## src/rtl/lsu_pkg.sv

```systemverilog
// Shared types, funct3 codes and store-encoding helpers for the load/store unit.
// Provides the FSM state enum, RV32I width codes, strobe and lane-replication functions.
package lsu_pkg;

   typedef enum logic [1:0] {
      IDLE,
      REQ,
      WAIT,
      WB
   } lsu_state_t;

   localparam logic [2:0] F3_B  = 3'b000;
   localparam logic [2:0] F3_H  = 3'b001;
   localparam logic [2:0] F3_W  = 3'b010;
   localparam logic [2:0] F3_BU = 3'b100;
   localparam logic [2:0] F3_HU = 3'b101;

   function automatic logic [3:0] lsu_strb(
      input logic [2:0] f3,
      input logic [1:0] a
   );
      logic [3:0] s;
      s = 4'b0000;
      case (f3)
         F3_B:    s = 4'b0001 << a;
         F3_H:    s = 4'b0011 << {a[1], 1'b0};
         F3_W:    s = 4'b1111;
         default: s = 4'b0000;
      endcase
      return s;
   endfunction

   function automatic logic [31:0] lsu_wdata(
      input logic [2:0]  f3,
      input logic [31:0] d
   );
      logic [31:0] w;
      w = d;
      case (f3)
         F3_B:    w = {4{d[7:0]}};
         F3_H:    w = {2{d[15:0]}};
         default: w = d;
      endcase
      return w;
   endfunction

   function automatic logic lsu_legal(
      input logic       we,
      input logic [2:0] f3
   );
      logic ok;
      if (we)
         ok = (f3 == F3_B) || (f3 == F3_H) || (f3 == F3_W);
      else
         ok = (f3 == F3_B) || (f3 == F3_H) || (f3 == F3_W) ||
              (f3 == F3_BU) || (f3 == F3_HU);
      return ok;
   endfunction

endpackage

```

## src/rtl/load_store_unit_if.sv

```systemverilog
// Core-request and data-memory bus bundle of the load/store unit.
// slave: the unit's view; master: the core/memory side that drives requests and responses.
interface load_store_unit_if #(
   parameter int ADDR_W = 32,
   parameter int REG_AW = 5
);
   logic              req_valid;
   logic              req_ready;
   logic              req_we;
   logic [2:0]        req_funct3;
   logic [ADDR_W-1:0] req_addr;
   logic [31:0]       req_wdata;
   logic [REG_AW-1:0] req_rd;

   logic              mem_valid;
   logic              mem_ready;
   logic              mem_we;
   logic [ADDR_W-1:0] mem_addr;
   logic [3:0]        mem_wstrb;
   logic [31:0]       mem_wdata;
   logic              mem_rvalid;
   logic [31:0]       mem_rdata;

   modport slave (
      input  req_valid, req_we, req_funct3, req_addr, req_wdata, req_rd,
      output req_ready,
      output mem_valid, mem_we, mem_addr, mem_wstrb, mem_wdata,
      input  mem_ready, mem_rvalid, mem_rdata
   );

   modport master (
      output req_valid, req_we, req_funct3, req_addr, req_wdata, req_rd,
      input  req_ready,
      input  mem_valid, mem_we, mem_addr, mem_wstrb, mem_wdata,
      output mem_ready, mem_rvalid, mem_rdata
   );
endinterface

```

## src/rtl/lsu_load_align.sv

```systemverilog
// Selects the addressed byte/halfword of a loaded word and sign/zero-extends it.
// Ports: rdata (memory word), addr (low address bits), funct3 (width/sign), data (result).
module lsu_load_align
   import lsu_pkg::*;
(
   input  logic [31:0] rdata,
   input  logic [1:0]  addr,
   input  logic [2:0]  funct3,
   output logic [31:0] data
);
   logic [7:0]  b;
   logic [15:0] h;

   always_comb begin
      b = rdata[7:0];
      case (addr)
         2'd1:    b = rdata[15:8];
         2'd2:    b = rdata[23:16];
         2'd3:    b = rdata[31:24];
         default: b = rdata[7:0];
      endcase
      h = addr[1] ? rdata[31:16] : rdata[15:0];
      data = rdata;
      case (funct3)
         F3_B:    data = {{24{b[7]}}, b};
         F3_BU:   data = {24'd0, b};
         F3_H:    data = {{16{h[15]}}, h};
         F3_HU:   data = {16'd0, h};
         default: data = rdata;
      endcase
   end
endmodule

```

## src/rtl/load_store_unit.sv

```systemverilog
// Multi-cycle load/store unit: one request at a time, word-aligned memory access, load write-back.
// Ports: clk, rst (async high), bus (request + memory), rf_we/rf_waddr/rf_wdata, done, misalign_err.
// Optional LSU_MISALIGN_TRAP_EN: misaligned H/W accesses are trapped instead of lane-forced.
module load_store_unit
   import lsu_pkg::*;
#(
   parameter int ADDR_W = 32,
   parameter int REG_AW = 5
) (
   input  logic              clk,
   input  logic              rst,
   load_store_unit_if.slave  bus,
   output logic              rf_we,
   output logic [REG_AW-1:0] rf_waddr,
   output logic [31:0]       rf_wdata,
   output logic              done,
   output logic              misalign_err
);
   lsu_state_t state, state_nx;

   logic              accept;
   logic              mis;
   logic              bad;
   logic              we_q;
   logic [2:0]        f3_q;
   logic [1:0]        lane_q;
   logic [REG_AW-1:0] rd_q;
   logic              skip_q;
   logic              mis_q;
   logic              mem_we_q;
   logic [ADDR_W-1:0] mem_addr_q;
   logic [3:0]        mem_wstrb_q;
   logic [31:0]       mem_wdata_q;
   logic [31:0]       rdata_q;
   logic [31:0]       ext;

   assign accept = (state == IDLE) && bus.req_valid;

`ifdef LSU_MISALIGN_TRAP_EN
   always_comb begin
      mis = 1'b0;
      if (lsu_legal(bus.req_we, bus.req_funct3)) begin
         if (bus.req_funct3[1:0] == 2'b01)
            mis = bus.req_addr[0];
         else if (bus.req_funct3 == F3_W)
            mis = (bus.req_addr[1:0] != 2'b00);
      end
   end
`else
   assign mis = 1'b0;
`endif

   // Illegal or trapped requests skip the memory phase and go straight to WB.
   assign bad = !lsu_legal(bus.req_we, bus.req_funct3) || mis;

   always_ff @(posedge clk or posedge rst) begin
      if (rst)
         state <= IDLE;
      else
         state <= state_nx;
   end

   always_comb begin
      state_nx = state;
      unique case (state)
         IDLE: if (bus.req_valid) state_nx = bad ? WB : REQ;
         REQ:  if (bus.mem_ready) state_nx = we_q ? WB : WAIT;
         WAIT: if (bus.mem_rvalid) state_nx = WB;
         WB:   state_nx = IDLE;
         default: state_nx = IDLE;
      endcase
   end

   always_ff @(posedge clk or posedge rst) begin
      if (rst) begin
         we_q        <= 1'b0;
         f3_q        <= 3'd0;
         lane_q      <= 2'd0;
         rd_q        <= '0;
         skip_q      <= 1'b0;
         mis_q       <= 1'b0;
         mem_we_q    <= 1'b0;
         mem_addr_q  <= '0;
         mem_wstrb_q <= 4'd0;
         mem_wdata_q <= 32'd0;
         rdata_q     <= 32'd0;
      end else begin
         if (accept) begin
            we_q        <= bus.req_we;
            f3_q        <= bus.req_funct3;
            lane_q      <= bus.req_addr[1:0];
            rd_q        <= bus.req_rd;
            skip_q      <= bad;
            mis_q       <= mis;
            mem_we_q    <= bus.req_we && !bad;
            mem_addr_q  <= {bus.req_addr[ADDR_W-1:2], 2'b00};
            mem_wstrb_q <= (bus.req_we && !bad) ?
                           lsu_strb(bus.req_funct3, bus.req_addr[1:0]) : 4'd0;
            mem_wdata_q <= lsu_wdata(bus.req_funct3, bus.req_wdata);
         end
         if ((state == WAIT) && bus.mem_rvalid)
            rdata_q <= bus.mem_rdata;
      end
   end

   lsu_load_align u_align (
      .rdata  (rdata_q),
      .addr   (lane_q),
      .funct3 (f3_q),
      .data   (ext)
   );

   assign bus.req_ready = (state == IDLE);
   assign bus.mem_valid = (state == REQ);
   assign bus.mem_we    = mem_we_q;
   assign bus.mem_addr  = mem_addr_q;
   assign bus.mem_wstrb = mem_wstrb_q;
   assign bus.mem_wdata = mem_wdata_q;

   assign done         = (state == WB);
   assign rf_we        = (state == WB) && !we_q && !skip_q && (rd_q != '0);
   assign rf_waddr     = rd_q;
   assign rf_wdata     = ext;
   assign misalign_err = (state == WB) && mis_q;
endmodule

```

## src/flat_wrapper.sv

```systemverilog
// flat-port wrapper written by rule: the top's interface ports become plain ports
module load_store_unit_flat import lsu_pkg::*;
#(
   parameter int ADDR_W = 32,
   parameter int REG_AW = 5
)
  (clk, rst, rf_we, rf_waddr, rf_wdata, done, misalign_err, bus_req_valid, bus_req_we, bus_req_funct3, bus_req_addr, bus_req_wdata, bus_req_rd, bus_req_ready, bus_mem_valid, bus_mem_we, bus_mem_addr, bus_mem_wstrb, bus_mem_wdata, bus_mem_ready, bus_mem_rvalid, bus_mem_rdata);
  load_store_unit_if #(.ADDR_W(ADDR_W), .REG_AW(REG_AW)) bus_i ();
  input  logic clk;
  input  logic rst;
  output logic rf_we;
  output logic [REG_AW-1:0] rf_waddr;
  output logic [31:0] rf_wdata;
  output logic done;
  output logic misalign_err;
  input wire logic [$bits(bus_i.req_valid)-1:0] bus_req_valid;
  input wire logic [$bits(bus_i.req_we)-1:0] bus_req_we;
  input wire logic [$bits(bus_i.req_funct3)-1:0] bus_req_funct3;
  input wire logic [$bits(bus_i.req_addr)-1:0] bus_req_addr;
  input wire logic [$bits(bus_i.req_wdata)-1:0] bus_req_wdata;
  input wire logic [$bits(bus_i.req_rd)-1:0] bus_req_rd;
  output wire logic [$bits(bus_i.req_ready)-1:0] bus_req_ready;
  output wire logic [$bits(bus_i.mem_valid)-1:0] bus_mem_valid;
  output wire logic [$bits(bus_i.mem_we)-1:0] bus_mem_we;
  output wire logic [$bits(bus_i.mem_addr)-1:0] bus_mem_addr;
  output wire logic [$bits(bus_i.mem_wstrb)-1:0] bus_mem_wstrb;
  output wire logic [$bits(bus_i.mem_wdata)-1:0] bus_mem_wdata;
  input wire logic [$bits(bus_i.mem_ready)-1:0] bus_mem_ready;
  input wire logic [$bits(bus_i.mem_rvalid)-1:0] bus_mem_rvalid;
  input wire logic [$bits(bus_i.mem_rdata)-1:0] bus_mem_rdata;
  assign bus_i.req_valid = bus_req_valid;
  assign bus_i.req_we = bus_req_we;
  assign bus_i.req_funct3 = bus_req_funct3;
  assign bus_i.req_addr = bus_req_addr;
  assign bus_i.req_wdata = bus_req_wdata;
  assign bus_i.req_rd = bus_req_rd;
  assign bus_req_ready = bus_i.req_ready;
  assign bus_mem_valid = bus_i.mem_valid;
  assign bus_mem_we = bus_i.mem_we;
  assign bus_mem_addr = bus_i.mem_addr;
  assign bus_mem_wstrb = bus_i.mem_wstrb;
  assign bus_mem_wdata = bus_i.mem_wdata;
  assign bus_i.mem_ready = bus_mem_ready;
  assign bus_i.mem_rvalid = bus_mem_rvalid;
  assign bus_i.mem_rdata = bus_mem_rdata;
  load_store_unit #(.ADDR_W(ADDR_W), .REG_AW(REG_AW)) u_core (.clk(clk), .rst(rst), .bus(bus_i), .rf_we(rf_we), .rf_waddr(rf_waddr), .rf_wdata(rf_wdata), .done(done), .misalign_err(misalign_err));
endmodule
```

## config.mk

```make
export PLATFORM = sky130hd
export DESIGN_NAME = load_store_unit_flat
export DESIGN_NICKNAME = d
export VERILOG_FILES = /design/src/rtl/lsu_pkg.sv /design/src/rtl/load_store_unit_if.sv /design/src/rtl/lsu_load_align.sv /design/src/rtl/load_store_unit.sv /design/src/flat_wrapper.sv
export SDC_FILE = /design/constraint.sdc
export NUM_CORES = 1
export LEC_CHECK = 0
export CORE_UTILIZATION = 35
export DETAILED_ROUTE_END_ITERATION = 8
export PLACE_DENSITY_LB_ADDON = 0.08
export SKIP_LAST_GASP = 1
export SLEW_MARGIN = 20
export SYNTH_ARGS = -nofsm -noshare
export SYNTH_HDL_FRONTEND = slang
export SYNTH_SLANG_ARGS = --single-unit
```

## constraint.sdc

```tcl
create_clock -name clk -period 5.5 [get_ports clk]
set_input_delay 0.55 -clock clk [delete_from_list [all_inputs] [get_ports clk]]
set_output_delay 0.55 -clock clk [all_outputs]
set_load 0.02 [all_outputs]
```

# Word level (Yosys, flattened, before mapping)
# Index checks and enable logic that the tools add are counted.
# op_classes
eq_ne	16
shifts	2
n_mux	13
n_reduce_logical	18
# op_table
cell	count
$pmux 32 s4	1
$pmux 32 s2	1
$pmux 8 s3	1
$mux 16	1
$eq 3x3->1 const B	4
$pmux 4 s3	1
$eq 2x2->1 const B	4
$mux 2	4
$pmux 2 s4	1
$eq 3x1->1 const B	2
$logic_and 1x1->1	6
$logic_not 3->1	2
$reduce_bool 5->1	1
$eq 2x1->1 const B	2
$logic_or 1x1->1	4
$mux 4	1
$ne 2x2->1 const B	2
$shl 1x2->4 const A	1
$shl 2x2->4 const A	1
$eq 3x2->1 const B	1
$logic_not 1->1	3
$reduce_and 3->1	1
$logic_not 2->1	1
$mux 1	2
$ne 2x1->1 const B	1
# word_totals
ff_bits	113
inputBits	110
output_inout_bits	111
wordCells	60

# Depth between registers and ports, before layout
# depth
depth_word	9
mapped_depth	7
mapped_depth_nobuf	5

# Hierarchy
# Synthesis repeated with hierarchy kept, for this count alone.
# hier_totals
hier_cells	568
area_unflattened_um2	5375.2
# modules_own_cells
mod	instances	cells_per_inst	area_each_um2
load_store_unit	1	457	4707.0
lsu_load_align	1	111	668.1

# Worst setup path before layout
# No wires, ideal clock.
# synth_path
kind	register -> output
start	register u_core.lane_q[0]
end	output port rf_wdata[0]
t_arrival_ps	1555
setup_slack_ps	3395
stages_incl_launch_ff	6
n_path_buf	1
path_cell_list	dfrtp_1 > nor2b_1 > buf_6 > nor2_1 > a22oi_1 > o21ai_0
# synth_between
elab_chain_len	3
# synth_rtl
item	line_no	source
start: declaration	load_store_unit.sv:26	logic [1:0] lane_q;
start signal: assignment	load_store_unit.sv:91	lane_q <= bus.req_addr[1:0];
$eq 2x2->1 or $eq 2x1->1 (tied branches)	lsu_load_align.sv:16	case (addr)
$pmux 8 s3 (*)	lsu_load_align.sv:16	
$pmux 32 s4 (*)	lsu_load_align.sv:24	case (funct3)
end: declaration	flat_wrapper.sv:13	output logic [31:0] rf_wdata;
# Every way passes the cells marked *; elsewhere a longest branch is shown, timed or not.

# Worst setup path after layout
# layout_path
start	register u_core.f3_q[0]
end	output port rf_wdata[13]
# layout_between
elab_chain_len	2
# layout_rtl
item	line_no	source
start: declaration	load_store_unit.sv:25	logic [2:0] f3_q;
start signal: assignment	load_store_unit.sv:90	f3_q <= bus.req_funct3;
$eq 3x3->1 (tied with other cells)	lsu_load_align.sv:24	
$pmux 32 s4 (*)	lsu_load_align.sv:24	
# Marked as above.

==> run_results.csv <==
group,metric,value,unit
sta,final.setup.tns,0,ps
sta,final_max_slew_viol_count,0,
sta,rsz0062_at_grt,"false",
setup_path,critPathKind,"reg -> out",
power,finalPower,5.56,mW
clock_network,cts_buffer_depth,2,
min_path,hold_path.class,"reg -> reg",
drt,wl_per_cell,16.9,um
place,gp_congestion,0.790,
logic_synthesis,synth_top_area_share,53.0,%
power,switchingPower,2.11,mW
logic_synthesis,avgSynthCellArea,11.3,sq um
place,dp_hpwl,10.6,mm
flow_run,drv_cap,0,
clock_network,numClockSinks,113,
drt,ant_nets,0,
global_route,grt_antenna_before_repair,0,
cells_and_area,fin_nets,794,
logic_synthesis,synth_cell_types,34,
setup_path,path_cells,"nor2b_1 -> a31oi_1 -> a21oi_1 -> clkdlybuf4s50_1",
logic_synthesis,synth_area_leaders,"dfrtp_1 (53%), mux2_2 (19%), nand2_1 (6.1%)",
setup_path,cp_slowest_stage_delay,640,ps
sta,skew,7.70,ps
cells_and_area,mostFrequentLayoutCells,"clkdlybuf4s50_1 (217), dfrtp_1 (112), mux2_2 (88)",
clock_network,tritoncts,"yes",
cells_and_area,mostFrequentLayoutCell,"clkdlybuf4s50_1",
logic_synthesis,netlist_area,5330,sq um
run_status,outcome,"finished, violations left",
power,power_frac_comb,50.9,%
global_route,grt_pass1_wl,23.9,mm
drt,drtIter0Drc,240,
drt,viasPerCell,4.94,
floorplan,rows,44,
power,pwr-share-seq,28.7,%
clock_network,worstSkewPairLatency,410,ps
power,p_per_area,676,nW/um^2
cells_and_area,drive_gt1_share,18.5,%
floorplan,dieArea,15700,sq um
logic_synthesis,synth-seq-area-share,53.0,%
setup_path,r2r_end,"u_core.bus.mem_addr[25]",
power,clkPwrFrac,20.4,%
sta,max_freq,288,MHz
floorplan,core_area,14700,sq um
cells_and_area,area_growth,54.1,%
global_route,grt_overflow,0,
floorplan,die_h,125,um
sta,setup_viol,0,
drt,drt-total-wl,14.8,mm
sta,fin_ws,2030,ps
setup_path,worst-r2r-cell-count,5,
clock_network,cts_hold_buf,0,
logic_synthesis,yosysTopAreaCell,"dfrtp_1",
power,vdd_drop_max,313,uV
logic_synthesis,syn_inst,470,
setup_path,r2r_setup_slack,3070,ps
setup_path,start_kind,"flop",
setup_path,arrival,2920,ps
cells_and_area,fin_util,55.9,%
clock_network,clk_pin_slew_worst_paths,50,ps
drt,drcViolationCount,12,
sta,period_share,63.0,%
run_status,violations,"design-rule violations",
setup_path,end_kind,"output pin",
clock_network,cts_buffers,17,
place,port_buffers,217,
sta,holdWs,473,ps
power,p_leak,3.54,nW
min_path,min_path_cells,2,
sta,period_needed,3470,ps
sta,relSlewSlack,45.7,%
global_route,grt_start_max_net_pins,71,
floorplan,pin_count,221,
logic_synthesis,ys.flop_type,"dfrtp_1",
min_path,min_to,"u_core.bus.mem_we",
cells_and_area,fill_cells,1303,
drt,num_vias,4325,
logic_synthesis,synth_edf_count,0,
clock_network,htree_num_levels,4,
place,dp_slack,2500,ps
power,internal_power,3.45,mW
clock_network,cts_setup_buffers,0,
logic_synthesis,ys_ff_latch,113,
logic_synthesis,ys_warn_count,0,
logic_synthesis,synthArstFlopShare,100,%
clock_network,cts-resized-gates,0,
setup_path,crit_fanout,14,
global_route,grtUsageTotal,19.7,%
power,switching_share,38.0,%
cells_and_area,antenna_cells,0,
min_path,holdCritStartpoint,"u_core.bus.mem_we",
sta,worst_slew_pin_slew,814,ps
setup_path,critPathRequiredTime,4950,ps
drt,drtPass1Iterations,7,
global_route,grt_pass1_vias,4666,
sta,hold_violations,0,
floorplan,die_x,125,um
setup_path,crit_slowest_cell,"nor2b_1",
floorplan,start_util,36.3,%
setup_path,rr_startpoint,"u_core.state[1]",
clock_network,cts_root_buf,"clkbuf_16",
==> worst max-delay path, delay by kind of cell (launching register included) <==
family | cells | cell delay [ps]
buffers and inverters | 1 | 640
DFF | 1 | 530
AOI/OAI and AO/OA | 2 | 690
and+or+nand+nor | 1 | 640
==> how the worst max path moves through the flow <==
| stage | startpoint | slack, ps | to |
|---|---|---|---|
| global route | u_core.f3_q[0] | 1940 | rf_wdata[13] |
| global placement | u_core.lane_q[1] | 2590 | rf_wdata[13] |
| finish | u_core.f3_q[0] | 2030 | rf_wdata[13] |
| detailed placement | u_core.lane_q[1] | 2500 | rf_wdata[13] |
| floorplan | rst | 1960 | u_core.bus.mem_addr[10] |
| CTS | u_core.lane_q[1] | 2050 | rf_wdata[13] |
==> power groups by stage <==
stage               Combinational (mW)  Sequential [mW]  Clock (mW)
floorplan                         1.31             1.80           0
global placement                  2.81             1.58           0
detailed placement                2.85             1.60           0
CTS                               2.86             1.59        1.16
global route                      3.02             1.66        1.19
finish                            2.83             1.59        1.13
==> state kept, by name (all words and copies together) (netlist names) <==
signal / flops
u_core.bus.mem_addr: 30
u_core.bus.mem_wstrb: 4
u_core.skip_q: 1
u_core.lane_q: 2
u_core.f3_q: 3
u_core.rf_waddr: 5
u_core.rdata_q: 32
u_core.state: 2
u_core.bus.mem_we: 1
u_core.we_q: 1
u_core.bus.mem_wdata: 32
==> layout make-up <==
cell class / count / area [sq um] / share of cell area (%)
well taps: 184 / 230 / 2.80
inverters: 10 / 40.0 / 0.487
multi-input cells: 318 / 2310 / 28.1
clock buffers: 22 / 484 / 5.89
flip-flops and latches: 113 / 2830 / 34.4
clock inverters: 9 / 129 / 1.57
repair buffers: 220 / 2190 / 26.7
==> per-layer routing <==
layer,GRT usage (%),wire (um),vias up
li1,-,-,2051
met2,32.5,7220,155
met5,0,0,-
met4,7.10,213,0
met1,23.0,6130,2099
met3,7.96,1220,20
==> cells by family (layout without fill, tap and decap cells) <==
kind of cell	Yosys count	in the layout	synth area share [%]
fa+ha+maj	4	4	0.938
compound gates	83	83	9.36
buf+inv	41	261	3.87
simple gates	112	112	8.91
mux	116	116	23.8
flops	113	113	53.0
other cells	1	3	0.0703
==> synth_stat cells, types with 2 or more instances <==
master	instances
buf_6	2
nand2_1	86
buf_4	6
buf_2	11
dfrtp_1	113
a22o_1	4
o21ai_1	14
o21ai_0	32
nor2_1	11
a22oi_1	12
inv_1	10
ha_1	4
nor2b_1	7
mux2_2	88
clkbuf_1	11
mux2i_1	28
a21oi_1	14
==> stage by stage <==
| stage | cells | cell area [sq um] |
|---|---|---|
| 6_report | 876 | 8220 |
| 5_1_grt | 876 | 8220 |
| 4_1_cts | 876 | 8220 |
| 3_5_place_dp | 845 | 7600 |
| 3_3_place_gp | 845 | 7600 |
| 2_1_floorplan | 472 | 5340 |
Note: power is estimated with default switching activity, not from simulation.
